===== config.mk =====
export PLATFORM = sky130hd
export DESIGN_NAME = dma_lite_wr_arbiter
export DESIGN_NICKNAME = d
export VERILOG_FILES = /design/src/rtl/dma_lite_pkg.sv /design/src/rtl/rr_arb2.sv /design/src/rtl/dma_lite_wr_arbiter.sv
export SDC_FILE = /design/constraint.sdc
export NUM_CORES = 1
export LEC_CHECK = 0
export ABC_AREA = 1
export CAP_MARGIN = 10
export CORE_ASPECT_RATIO = 1.4
export CORE_UTILIZATION = 46
export DETAILED_ROUTE_END_ITERATION = 10
export PLACE_DENSITY = 0.84
export SETUP_SLACK_MARGIN = 0.15
export SYNTH_ARGS = -nofsm -noshare
export SYNTH_HDL_FRONTEND = slang
export SYNTH_SLANG_ARGS = --single-unit
export TNS_END_PERCENT = 1

===== constraint.sdc =====
create_clock -name clk -period 4.7 [get_ports clk]
set_input_delay 0.47 -clock clk [delete_from_list [all_inputs] [get_ports clk]]
set_output_delay 0.47 -clock clk [all_outputs]
set_load 0.1 [all_outputs]

===== src/rtl/dma_lite_pkg.sv =====
// rtl/dma_lite_pkg.sv - shared types and constants for the DMA AXI-Lite arbiters
package dma_lite_pkg;

    typedef enum logic [1:0] {
        IDLE   = 2'd0,
        ADDR   = 2'd1,
        WAIT_B = 2'd2,
        DONE   = 2'd3
    } lite_arb_state_t;

    localparam logic [1:0] RESP_OKAY   = 2'b00;
    localparam logic [1:0] RESP_SLVERR = 2'b10;

    localparam logic RQ_MM2S = 1'b0;
    localparam logic RQ_S2MM = 1'b1;

endpackage


===== src/rtl/rr_arb2.sv =====
// rtl/rr_arb2.sv - two-way round-robin grant selection, purely combinational
module rr_arb2
    import dma_lite_pkg::*;
(
    input  logic [1:0] i_req,
    input  logic       i_last_grant,
    output logic       o_grant_idx,
    output logic       o_grant_valid
);

    assign o_grant_valid = |i_req;
    // Under contention the requester that did not win last time goes next.
    assign o_grant_idx   = (&i_req) ? ~i_last_grant
                         : (i_req[RQ_MM2S] ? RQ_MM2S : RQ_S2MM);

endmodule


===== src/rtl/dma_lite_wr_arbiter.sv =====
// rtl/dma_lite_wr_arbiter.sv - shares one AXI-Lite write master between MM2S and S2MM sequencers
module dma_lite_wr_arbiter
    import dma_lite_pkg::*;
#(
    parameter int ADDR_W      = 10,
    parameter int DATA_W      = 32,
    parameter int TIMEOUT_CYC = 1023
) (
    input  logic              clk,
    input  logic              rst,
    input  logic [1:0]        rq_valid,
    input  logic [ADDR_W-1:0] rq_awaddr0,
    input  logic [ADDR_W-1:0] rq_awaddr1,
    input  logic [DATA_W-1:0] rq_wdata0,
    input  logic [DATA_W-1:0] rq_wdata1,
    output logic [1:0]        rq_end,
    output logic [1:0]        rq_resp,
    output logic              timeout,
    output logic [ADDR_W-1:0] m_axi_lite_awaddr,
    output logic              m_axi_lite_awvalid,
    input  logic              m_axi_lite_awready,
    output logic [DATA_W-1:0] m_axi_lite_wdata,
    output logic              m_axi_lite_wvalid,
    input  logic              m_axi_lite_wready,
    input  logic [1:0]        m_axi_lite_bresp,
    input  logic              m_axi_lite_bvalid,
    output logic              m_axi_lite_bready
);

    localparam logic [16:0] LP_TIMEOUT = 17'(TIMEOUT_CYC);

    lite_arb_state_t   r_state, w_state_n;
    logic              r_last_grant, w_last_grant_n;
    logic [15:0]       r_wd_cnt, w_wd_cnt_n, w_wd_inc;
    logic [ADDR_W-1:0] r_awaddr, w_awaddr_n;
    logic [DATA_W-1:0] r_wdata, w_wdata_n;
    logic              r_awvalid, w_awvalid_n;
    logic              r_wvalid, w_wvalid_n;
    logic              r_bready, w_bready_n;
    logic [1:0]        r_rq_end, w_rq_end_n;
    logic [1:0]        r_rq_resp, w_rq_resp_n;
    logic              r_timeout, w_timeout_n;
    logic              w_gnt_idx, w_gnt_valid, w_wd_fire, w_abort;
    logic              w_aw_pend, w_w_pend;

    rr_arb2 u_rr_arb2 (
        .i_req         (rq_valid),
        .i_last_grant  (r_last_grant),
        .o_grant_idx   (w_gnt_idx),
        .o_grant_valid (w_gnt_valid)
    );

    // Saturating watchdog; it fires on the cycle the incremented count reaches the limit.
    assign w_wd_inc  = (r_wd_cnt == 16'hFFFF) ? r_wd_cnt : r_wd_cnt + 16'd1;
    assign w_wd_fire = (TIMEOUT_CYC != 0) && ({1'b0, w_wd_inc} >= LP_TIMEOUT);
    assign w_aw_pend = r_awvalid & ~m_axi_lite_awready;
    assign w_w_pend  = r_wvalid  & ~m_axi_lite_wready;

    always_comb begin
        w_state_n      = r_state;
        w_last_grant_n = r_last_grant;
        w_wd_cnt_n     = r_wd_cnt;
        w_awaddr_n     = r_awaddr;
        w_wdata_n      = r_wdata;
        w_awvalid_n    = r_awvalid;
        w_wvalid_n     = r_wvalid;
        w_bready_n     = r_bready;
        w_rq_end_n     = 2'b00;
        w_rq_resp_n    = r_rq_resp;
        w_timeout_n    = 1'b0;
        w_abort        = 1'b0;
        case (r_state)
            IDLE: begin
                if (w_gnt_valid) begin
                    w_awaddr_n     = w_gnt_idx ? rq_awaddr1 : rq_awaddr0;
                    w_wdata_n      = w_gnt_idx ? rq_wdata1  : rq_wdata0;
                    w_awvalid_n    = 1'b1;
                    w_wvalid_n     = 1'b1;
                    w_last_grant_n = w_gnt_idx;
                    w_wd_cnt_n     = 16'd0;
                    w_state_n      = ADDR;
                end
            end
            ADDR: begin
                w_wd_cnt_n  = w_wd_inc;
                w_awvalid_n = w_aw_pend;
                w_wvalid_n  = w_w_pend;
                if (w_wd_fire) begin
                    w_abort = 1'b1;
                end else if (!w_aw_pend && !w_w_pend) begin
                    w_bready_n = 1'b1;
                    w_state_n  = WAIT_B;
                end
            end
            WAIT_B: begin
                w_wd_cnt_n = w_wd_inc;
                // A response arriving on the watchdog's final cycle still counts as real.
                if (r_bready && m_axi_lite_bvalid) begin
                    w_rq_resp_n              = m_axi_lite_bresp;
                    w_bready_n               = 1'b0;
                    w_rq_end_n[r_last_grant] = 1'b1;
                    w_state_n                = DONE;
                end else if (w_wd_fire) begin
                    w_abort = 1'b1;
                end
            end
            DONE: begin
                w_rq_resp_n = RESP_OKAY;
                w_state_n   = IDLE;
            end
            default: w_state_n = IDLE;
        endcase
        if (w_abort) begin
            w_awvalid_n              = 1'b0;
            w_wvalid_n               = 1'b0;
            w_bready_n               = 1'b0;
            w_rq_resp_n              = RESP_SLVERR;
            w_rq_end_n[r_last_grant] = 1'b1;
            w_timeout_n              = 1'b1;
            w_state_n                = DONE;
        end
    end

    always_ff @(posedge clk or posedge rst) begin
        if (rst) begin
            r_state      <= IDLE;
            r_last_grant <= RQ_S2MM;
            r_wd_cnt     <= 16'd0;
            r_awaddr     <= '0;
            r_wdata      <= '0;
            r_awvalid    <= 1'b0;
            r_wvalid     <= 1'b0;
            r_bready     <= 1'b0;
            r_rq_end     <= 2'b00;
            r_rq_resp    <= 2'b00;
            r_timeout    <= 1'b0;
        end else begin
            r_state      <= w_state_n;
            r_last_grant <= w_last_grant_n;
            r_wd_cnt     <= w_wd_cnt_n;
            r_awaddr     <= w_awaddr_n;
            r_wdata      <= w_wdata_n;
            r_awvalid    <= w_awvalid_n;
            r_wvalid     <= w_wvalid_n;
            r_bready     <= w_bready_n;
            r_rq_end     <= w_rq_end_n;
            r_rq_resp    <= w_rq_resp_n;
            r_timeout    <= w_timeout_n;
        end
    end

    assign m_axi_lite_awaddr  = r_awaddr;
    assign m_axi_lite_awvalid = r_awvalid;
    assign m_axi_lite_wdata   = r_wdata;
    assign m_axi_lite_wvalid  = r_wvalid;
    assign m_axi_lite_bready  = r_bready;
    assign rq_end             = r_rq_end;
    assign rq_resp            = r_rq_resp;
    assign timeout            = r_timeout;

endmodule


## Yosys cells after proc, flatten, opt, wreduce, memory -nomap -nowiden

Cells that the tools add are included.

| word-level totals | value |
|---|---|
| register bits | 69 |
| bits of input ports | 93 |
| output and inout bits | 50 |
| logic and storage cells | 84 |

| cells by class | value |
|---|---|
| $add $sub $neg | 1 |
| order comparisons | 3 |
| equal/unequal tests | 9 |
| muxes and demuxes | 35 |
| bitwise operators | 6 |
| reduce and logical (&&, ||, !) cells | 19 |

Operators by type and width:

| operator | count |
|---|---|
| 16-bit two-way mux | 2 |
| 32-bit two-way mux | 1 |
| 16-bit case mux with 2 select lines | 1 |
| 2-bit two-way mux | 10 |
| 16-bit by 1-bit adder with 16-bit output (second input constant) | 1 |
| 16-bit == test (second input constant) | 1 |
| 16-bit by 10-bit greater-or-equal comparator with 1-bit output (second input constant) | 1 |
| 1-bit two-way mux | 13 |
| 10-bit two-way mux | 1 |
| 2-bit AND reduction | 5 |
| 3-bit != test (second input constant) | 3 |
| 3-bit nonzero test | 3 |
| 1-bit case mux with 2 select lines | 4 |
| 2-bit case mux with 4 select lines | 1 |
| 4-bit AND reduction | 2 |
| 2-bit == test (second input constant) | 2 |
| 2-bit case mux with 2 select lines | 1 |
| 2-bit OR reduction | 2 |
| 1-bit logical AND | 3 |
| 3-bit by 2-bit != test with 1-bit output (second input constant) | 1 |
| 1-bit NOT | 3 |
| 1-bit AND | 2 |
| 2-bit by 1-bit == test with 1-bit output (second input constant) | 1 |
| 1-bit zero test | 2 |
| 7 further kinds | 7 |

## Longest topological paths before layout

Gate-level depths: netlist of run 1.

| logic depth | value |
|---|---|
| depth in word-level cells | 8 |
| mapped depth | 17 |
| depth with buffers taken out | 17 |

## Cells and area by module

A second synthesis of run 1 with hierarchy kept.

| unflattened totals | value |
|---|---|
| cell total of the unflattened synthesis | 497 |
| area total of the unflattened synthesis | 3666.0 sq um |

Modules (own cells, without submodules):

| module | instances | cells an instance | area an instance (sq um) | seq. area each (sq um) |
|---|---|---|---|---|
| dma_lite_wr_arbiter | 1 | 493 | 3648.5 | 1727.9 |
| rr_arb2 | 1 | 4 | 17.5 | 0.0 |

## Least setup slack after synthesis of run 1

OpenSTA, ideal clock, no wires.

| timing path | value |
|---|---|
| path type | reg-to-reg |
| start | reg r_wd_cnt[0] |
| end | reg r_awvalid, in the netlist m_axi_lite_awvalid |
| library setup time | 0.122 ns |
| arrival time | 1.943 ns |
| data required time | 4.578 ns |
| path slack | 2.635 ns |
| cell stages (with the launch flop) | 17 |
| buffers on the path | 0 |
| period minus slack after synthesis | 2.065 ns |
| path through | dfrtp_1 > ha_1 > nand2_1 > nor2_4 > nand2_2 > nor2_8 > inv_4 > nand2_1 > nand3_1 > nor2_1 > nand2_1 > nand2_2 > nand2_4 > nand3_1 > nand2_1 > nand2_1 > nand2_1 |

| between the ends | value |
|---|---|
| longest elaborated chain between the ends | 8 |
| elaborated cells on any way between the ends | 11 |
| classes of those cells | add/sub (1); order compare (1); eq/ne (2); mux (5); reduce/logical (2) |

Ends and longest elaborated chain:

| element | line | text |
|---|---|---|
| start, declared | dma_lite_wr_arbiter.sv:34 | `logic [15:0] r_wd_cnt, w_wd_cnt_n, w_wd_inc;` |
| start signal, assigned | dma_lite_wr_arbiter.sv:140 | `r_wd_cnt <= w_wd_cnt_n;` |
| 16-bit by 1-bit adder with 16-bit output or 16-bit == test (tied branches) | dma_lite_wr_arbiter.sv:54 | `assign w_wd_inc = (r_wd_cnt == 16'hFFFF) ? r_wd_cnt : r_wd_cnt + 16'd1;` |
| 16-bit two-way mux * | dma_lite_wr_arbiter.sv:54 |  |
| 16-bit by 10-bit greater-or-equal comparator with 1-bit output * | dma_lite_wr_arbiter.sv:55 | `assign w_wd_fire = (TIMEOUT_CYC != 0) && ({1'b0, w_wd_inc} >= LP_TIMEOUT);` |
| 1-bit two-way mux * | dma_lite_wr_arbiter.sv:88, dma_lite_wr_arbiter.sv:103 |  |
| 1-bit two-way mux | dma_lite_wr_arbiter.sv:98 | `if (r_bready && m_axi_lite_bvalid) begin` |
| 1-bit case mux with 2 select lines * | dma_lite_wr_arbiter.sv:72 | `case (r_state)` |
| 3-bit by 2-bit != test with 1-bit output (no line) or 3-bit nonzero test (tied branches) | -- |  |
| 2-bit AND reduction (no line) | -- |  |
| end signal, assigned | dma_lite_wr_arbiter.sv:143 | `r_awvalid <= w_awvalid_n;` |
| end, declared | dma_lite_wr_arbiter.sv:37 | `logic r_awvalid, w_awvalid_n;` |

Every way passes the cells marked *; elsewhere a longest branch is shown, timed or not.
A chain may end at the register's enable or synchronous reset.

## Worst setup path after layout of run 1

| timing path | value |
|---|---|
| start | reg r_state[1] |
| end | reg r_awaddr[6], in the netlist m_axi_lite_awaddr[6] |

| between the ends | value |
|---|---|
| longest elaborated chain between the ends | 2 |

Ends and longest elaborated chain:

| element | line | text |
|---|---|---|
| start, declared | dma_lite_wr_arbiter.sv:32 | `lite_arb_state_t r_state, w_state_n;` |
| start signal, assigned | dma_lite_wr_arbiter.sv:138 | `r_state <= w_state_n;` |
| 2-bit zero test | dma_lite_wr_arbiter.sv:72 |  |
| 2-bit AND reduction (no line) | -- |  |
| end signal, assigned | dma_lite_wr_arbiter.sv:141 | `r_awaddr <= w_awaddr_n;` |
| end, declared | dma_lite_wr_arbiter.sv:35 | `logic [ADDR_W-1:0] r_awaddr, w_awaddr_n;` |

No other way between the ends.

==> flow_summary.ini, run 1 <==
[global_routing]
grt_antenna_before_repair = 0
grtUsageTotal_pct = 28.8
grt_max_degree = 46
grt_overflow = 0
grt_pass1_wl_um = 18600
grt_pass1_vias = 4066

[timing]
layout_min_cycle_time_ns = 2.95
setup_violations = 0
slew_headroom_pct = 22.0
setup_ws_ns = 1.75
setup-tns-final_ns = 0
finalCritPeriodShare_pct = 62.8
max_slew.worst_pin.slew_ns = 1.16
fmax_ghz = 0.339
final_hold_viol_count = 0
rsz0062_at_grt = false
slew_viol_final = 0
finClkSkew_ns = 0.00747

[clock_network]
cts_hold_buf = 0
numCtsBuffers = 9
htree_num_levels = 3
cts-root-buf = clkbuf_8
cts_setup_buffers = 0
postCtsResizedCells = 0
clock_sinks = 69
clock_path_buffers = 2
tritoncts = yes
path_clk_slew_ns = 0.08
clk_latency_ns = 0.35

[route]
drt_first_pass_iters = 5
drt-total-wl_um = 11400
routedWlPerCell_um = 15.3
num_vias = 4010
drtIter0Drc = 317
detail-route-antenna-nets = 0
remaining_drc_errors = 0
viasPerCell = 5.38

[critical_path]
path_cells = inv_1 -> ha_1 -> inv_1 -> a21oi_2 -> buf_4 -> clkinv_1 -> nand2_1 -> o21ai_0
cp-end-kind = register
worst_ep_required_time_ns = 4.92
max_stage_delay_ns = 1.01
startpoint_type = register
crit_fanout = 45
critical_path_arrival_ns = 3.17
cp_slowest_cell = clkinv_1
setup.worst_path.class = register to register
crit_path_frequent_cell = inv_1
cp_num_buf_inv = 4
critical-path-top-delay-family = buffers and inverters

[placed_design]
portBuffers = 142
gp_congestion = 0.920
dpl_worst_slack_ns = 1.46
dp_hpwl_um = 8160

[final_layout]
fill_cells = 607
fin_util_pct = 69.8
area_growth_pct = 46.5
diodes = 0
drive_gt1_share_pct = 5.89
num-nets-final = 738

[floorplanning]
die_w_um = 77.7
design.core.area_mm2 = 0.00775
initial_core_util_pct = 47.7
die_area_mm2 = 0.00840
chipHeight_um = 108
io_pins = 143
num_rows = 38

[synthesis]
syn_nets = 599
ys_seq_area_share_pct = 46.8
synth_warnings = 0
avgSynthCellArea_um2 = 7.37
syn_area_mm2 = 0.00369
syn_inst = 501
synth_cell_types = 27
ys_ff_latch = 69

[run]
drv_cap = 0

[status]
status = finished, final reports clean

[worst_hold_path]
hp-class = register to register
==> sequential cells by signal, summed over array words and instances (netlist names) <==
name and flops:
m_axi_lite_bready 1, m_axi_lite_wdata 32, m_axi_lite_awaddr 10, m_axi_lite_wvalid 1, rq_resp 2, m_axi_lite_awvalid 1, r_state 2, rq_end 2
timeout 1, r_wd_cnt 16, r_last_grant 1
==> metal layers <==
layer	vias up	track usage [%]	part of all wire, %
li1	1899	-	-
met1	1902	31.4	37
met2	176	49.3	51
met3	33	10.3	8.4
met4	0	14.2	3.5
met5	-	0	0
==> per-stage QoR <==
stage          hold WS (ns)  instance area [um^2]  instances
4_1_cts               0.492                  5390        743
6_report              0.487                  5410        745
3_5_place_dp          0.475                  5200        727
3_3_place_gp          0.464                  5200        727
2_1_floorplan         0.466                  3690        501
5_1_grt               0.523                  5410        745
==> synth_stat cells <==
cell | instances | area [um^2]
nor2_8 | 1 | 20.0
inv_4 | 1 | 6.26
clkinv_1 | 2 | 7.51
nand3_2 | 2 | 20.0
nand2_4 | 1 | 11.3
dfstp_2 | 1 | 26.3
o22ai_1 | 6 | 37.5
o21ai_1 | 2 | 10.0
nand2_2 | 3 | 18.8
ha_1 | 5 | 62.6
o21ai_0 | 99 | 495
xor2_2 | 1 | 16.3
nand4_1 | 7 | 43.8
a21oi_1 | 6 | 30.0
buf_2 | 1 | 5.00
nand2_1 | 126 | 473
inv_2 | 2 | 7.51
o2111ai_1 | 2 | 17.5
inv_1 | 41 | 154
nor2_2 | 1 | 6.26
nor3_1 | 3 | 15.0
nor2_1 | 75 | 282
xor2_1 | 3 | 26.3
nor2_4 | 2 | 22.5
clkbuf_1 | 18 | 67.6
nand3_1 | 22 | 110
dfrtp_1 | 68 | 1700
==> cell type report <==
| class | count | area (um^2) | share of cell area (%) |
|---|---|---|---|
| sequential | 69 | 1730 | 31.9 |
| clock buffer | 13 | 169 | 3.12 |
| multi-input combinational | 367 | 1730 | 31.9 |
| timing repair buffer | 147 | 1470 | 27.2 |
| inverter | 46 | 175 | 3.24 |
| tap | 100 | 125 | 2.31 |
| clock inverter | 3 | 18.8 | 0.347 |
==> tightest hold or removal path, stage by stage (launching register included) <==
cell and delay [ns]:
dfrtp_1 0.34, nand2_1 0.05, o21ai_0 0.06
==> placed cells by master, fill, tap and decap left out, drive strengths merged <==
master,netlist,layout
dfrtp,68,68
o21ai,101,101
o22ai,6,6
nor2,79,79
inv,44,44
a21oi,6,6
clkinv,2,5
ha,5,5
nand3,24,24
clkdlybuf4s50,0,142
o2111ai,2,2
nand2,130,130
xor2,4,4
buf,1,5
dfstp,1,1
nand4,7,7
nor3,3,3
clkbuf,18,13
==> final timing paths <==
path,from,endpoint,slack [ns],cells past startpoint
max,r_state[1]$_DFFE_PP0P_,m_axi_lite_awaddr[6]$_DFFE_PP0P_,1.75,8
min,m_axi_lite_awaddr[1]$_DFFE_PP0P_,m_axi_lite_awaddr[1]$_DFFE_PP0P_,0.49,2
max reg2reg,r_state[1]$_DFFE_PP0P_,m_axi_lite_awaddr[6]$_DFFE_PP0P_,1.75,8
min reg2reg,m_axi_lite_awaddr[1]$_DFFE_PP0P_,m_axi_lite_awaddr[1]$_DFFE_PP0P_,0.49,2
max in group asynchronous,rst,r_last_grant$_DFFE_PP1P_,3.18,3
min in group asynchronous,rst,m_axi_lite_wdata[27]$_DFFE_PP0P_,0.58,2
==> logic make-up after synthesis <==
kind of cell / count (synthesis) / share of synthesized area, %
simple gates: 243 / 27.7
compound gates: 115 / 16.0
flops: 69 / 46.8
buf+inv: 65 / 6.71
fa+ha+maj: 5 / 1.69
xor+xnor: 4 / 1.15
Power of run 1 is not shown: default switching activity piles up to over one toggle a cycle in this logic, so the estimate is an artifact.
==> inputs of run 2 (changes only) <==
- CORE_UTILIZATION: 46 -> 40
- PLACE_DENSITY: 0.84 -> 0.77
- clock period: 4.7 -> 2.65 ns (I/O delays scaled with it)
==> run 2 against run 1 <==
Clock-buffer cell count shrank 3. Largest cell class is now multi-input gates. Core utilization decreased by 9.0 points. Critical path type unchanged. Highest routed layer unchanged. Via count fell by 2.0%. Worst hold slack worse by 0.18 ns.
==> flow_summary.ini, run 2 (synthesis gave the netlist of run 1 again) <==
[final_layout]
drive_gt1_share_pct = 14.4
num-nets-final = 741
final_cell_mix = nand2_1, o21ai_0, clkdlybuf4s50_1, nor2_1, dfrtp_1
largest_reg_flops = 32
layout_commonest_cell = nand2_1
diodes = 0
area_growth_pct = 47.8

[route]
remaining_drc_errors = 0
viasPerCell = 5.21
detail-route-antenna-nets = 0
drt-total-wl_um = 10900
num_vias = 3931
drtIter0Drc = 231
drt_first_pass_iters = 5
routedWlPerCell_um = 14.4

[timing]
layout_min_cycle_time_ns = 2.19
rsz0062_at_grt = false
final_hold_viol_count = 0
max_slew.worst_pin.slew_ns = 0.580
finalCritPeriodShare_pct = 82.6
fmax_ghz = 0.457
finClkSkew_ns = 0.00613
slew_headroom_pct = 61.2
setup_violations = 0
slew_viol_final = 0
setup-tns-final_ns = 0
setup_ws_ns = 0.462

[placed_design]
dpl_worst_slack_ns = 0.347
gp_congestion = 0.990
portBuffers = 142
dp_hpwl_um = 8120

[clock_network]
postCtsResizedCells = 0
clock_path_buffers = 2
cts-root-buf = clkbuf_16
numCtsBuffers = 9
tritoncts = yes
path_clk_slew_ns = 0.06
cts_setup_buffers = 0
cts_hold_buf = 0
htree_num_levels = 3
clock_sinks = 69
clk_latency_ns = 0.33

[global_routing]
grt_overflow = 0
grt_pass1_vias = 3827
grt_antenna_before_repair = 0
grt_pass1_wl_um = 17700
grtUsageTotal_pct = 23.3
grt_max_degree = 45

[critical_path]
timing.rr.end = r_state[1]$_DFFE_PP0P_
cp-end-kind = register
worstReg2RegStart = r_wd_cnt[0]$_DFFE_PP0P_
crit_fanout = 10
worst_ep_required_time_ns = 2.87
startpoint_type = register
reg2reg_slack_ns = 0.46
setup.worst_path.class = register to register
ff2ff_path_depth = 16
critical_path_arrival_ns = 2.41

[floorplanning]
chipHeight_um = 116
die_area_mm2 = 0.00963
initial_core_util_pct = 41.1
io_pins = 143
num_rows = 41
design.core.area_mm2 = 0.00898
die_w_um = 83.2

[status]
status = finished, final reports clean

[worst_hold_path]
hp-class = input pin to asynchronous set/reset pin

[run]
drv_cap = 0
## run 2: cell count changes in the layout (fill, tap and decap cells not counted)
cell,change
buf_4,+53
bufinv_16,+2
clkbuf_16,+9
clkbuf_8,-12
clkdlybuf4s50_1,-50
clkinv_4,-1
clkinvlp_4,+1
dfrtp_1,-1
dfrtp_2,+1
ha_1,-1
ha_4,+1
inv_6,+1
## run 2: stage by stage
stage,instance area (um^2),cells,util (%),hold slack [ns]
6_report,5460,755,60.8,0.309
5_1_grt,5460,755,60.8,0.377
3_3_place_gp,5130,739,57.2,0.470
4_1_cts,5450,755,60.7,0.323
3_5_place_dp,5130,739,57.2,0.474
2_1_floorplan,3690,501,-,0.406
## run 2: layout make-up
| type | count | area [um^2] |
|---|---|---|
| Sequential cell | 69 | 1730 |
| Multi-Input combinational cell | 367 | 1740 |
| Fill cell | 763 | 3520 |
| Timing Repair Buffer | 150 | 1370 |
| Clock buffer | 10 | 229 |
| Clock inverter | 6 | 86.3 |
| Inverter | 46 | 175 |
| Tap cell | 107 | 134 |
## run 2: metal layers
layer	GRT usage, %	vias to the layer above	share of wire, %
li1	-	1909	-
met1	26.3	1826	38
met2	40.6	169	51
met3	6.77	27	7.6
met4	11.5	0	2.8
met5	0	-	0
## run 2: worst max-delay path: stages (launching register included)
cell and delay [ns]:
dfrtp_2 0.45, ha_4 0.19, nand2_1 0.09, nor2_4 0.13, nand2_2 0.12, nor2_8 0.17, inv_4 0.08, nand2_1 0.09
nand3_1 0.08, nor2_1 0.11, nand2_1 0.08, nand2_2 0.11, nand2_1 0.07, nand3_2 0.10, nand2_1 0.08, nand2_1 0.07
nand2_1 0.06
## run 2: how the worst max path moves through the flow
stage,startpoint,cells past startpoint,endpoint
final,r_wd_cnt[0]$_DFFE_PP0P_,16,r_state[1]$_DFFE_PP0P_
after CTS,r_wd_cnt[0]$_DFFE_PP0P_,16,r_state[0]$_DFFE_PP0P_
after global placement,r_wd_cnt[0]$_DFFE_PP0P_,16,m_axi_lite_wvalid$_DFFE_PP0P_
after floorplan,r_wd_cnt[0]$_DFFE_PP0P_,16,m_axi_lite_awvalid$_DFFE_PP0P_
after global routing,r_wd_cnt[9]$_DFFE_PP0P_,15,r_state[0]$_DFFE_PP0P_
after detailed placement,r_wd_cnt[0]$_DFFE_PP0P_,16,r_state[0]$_DFFE_PP0P_
Power of run 2 is left out for the same reason.
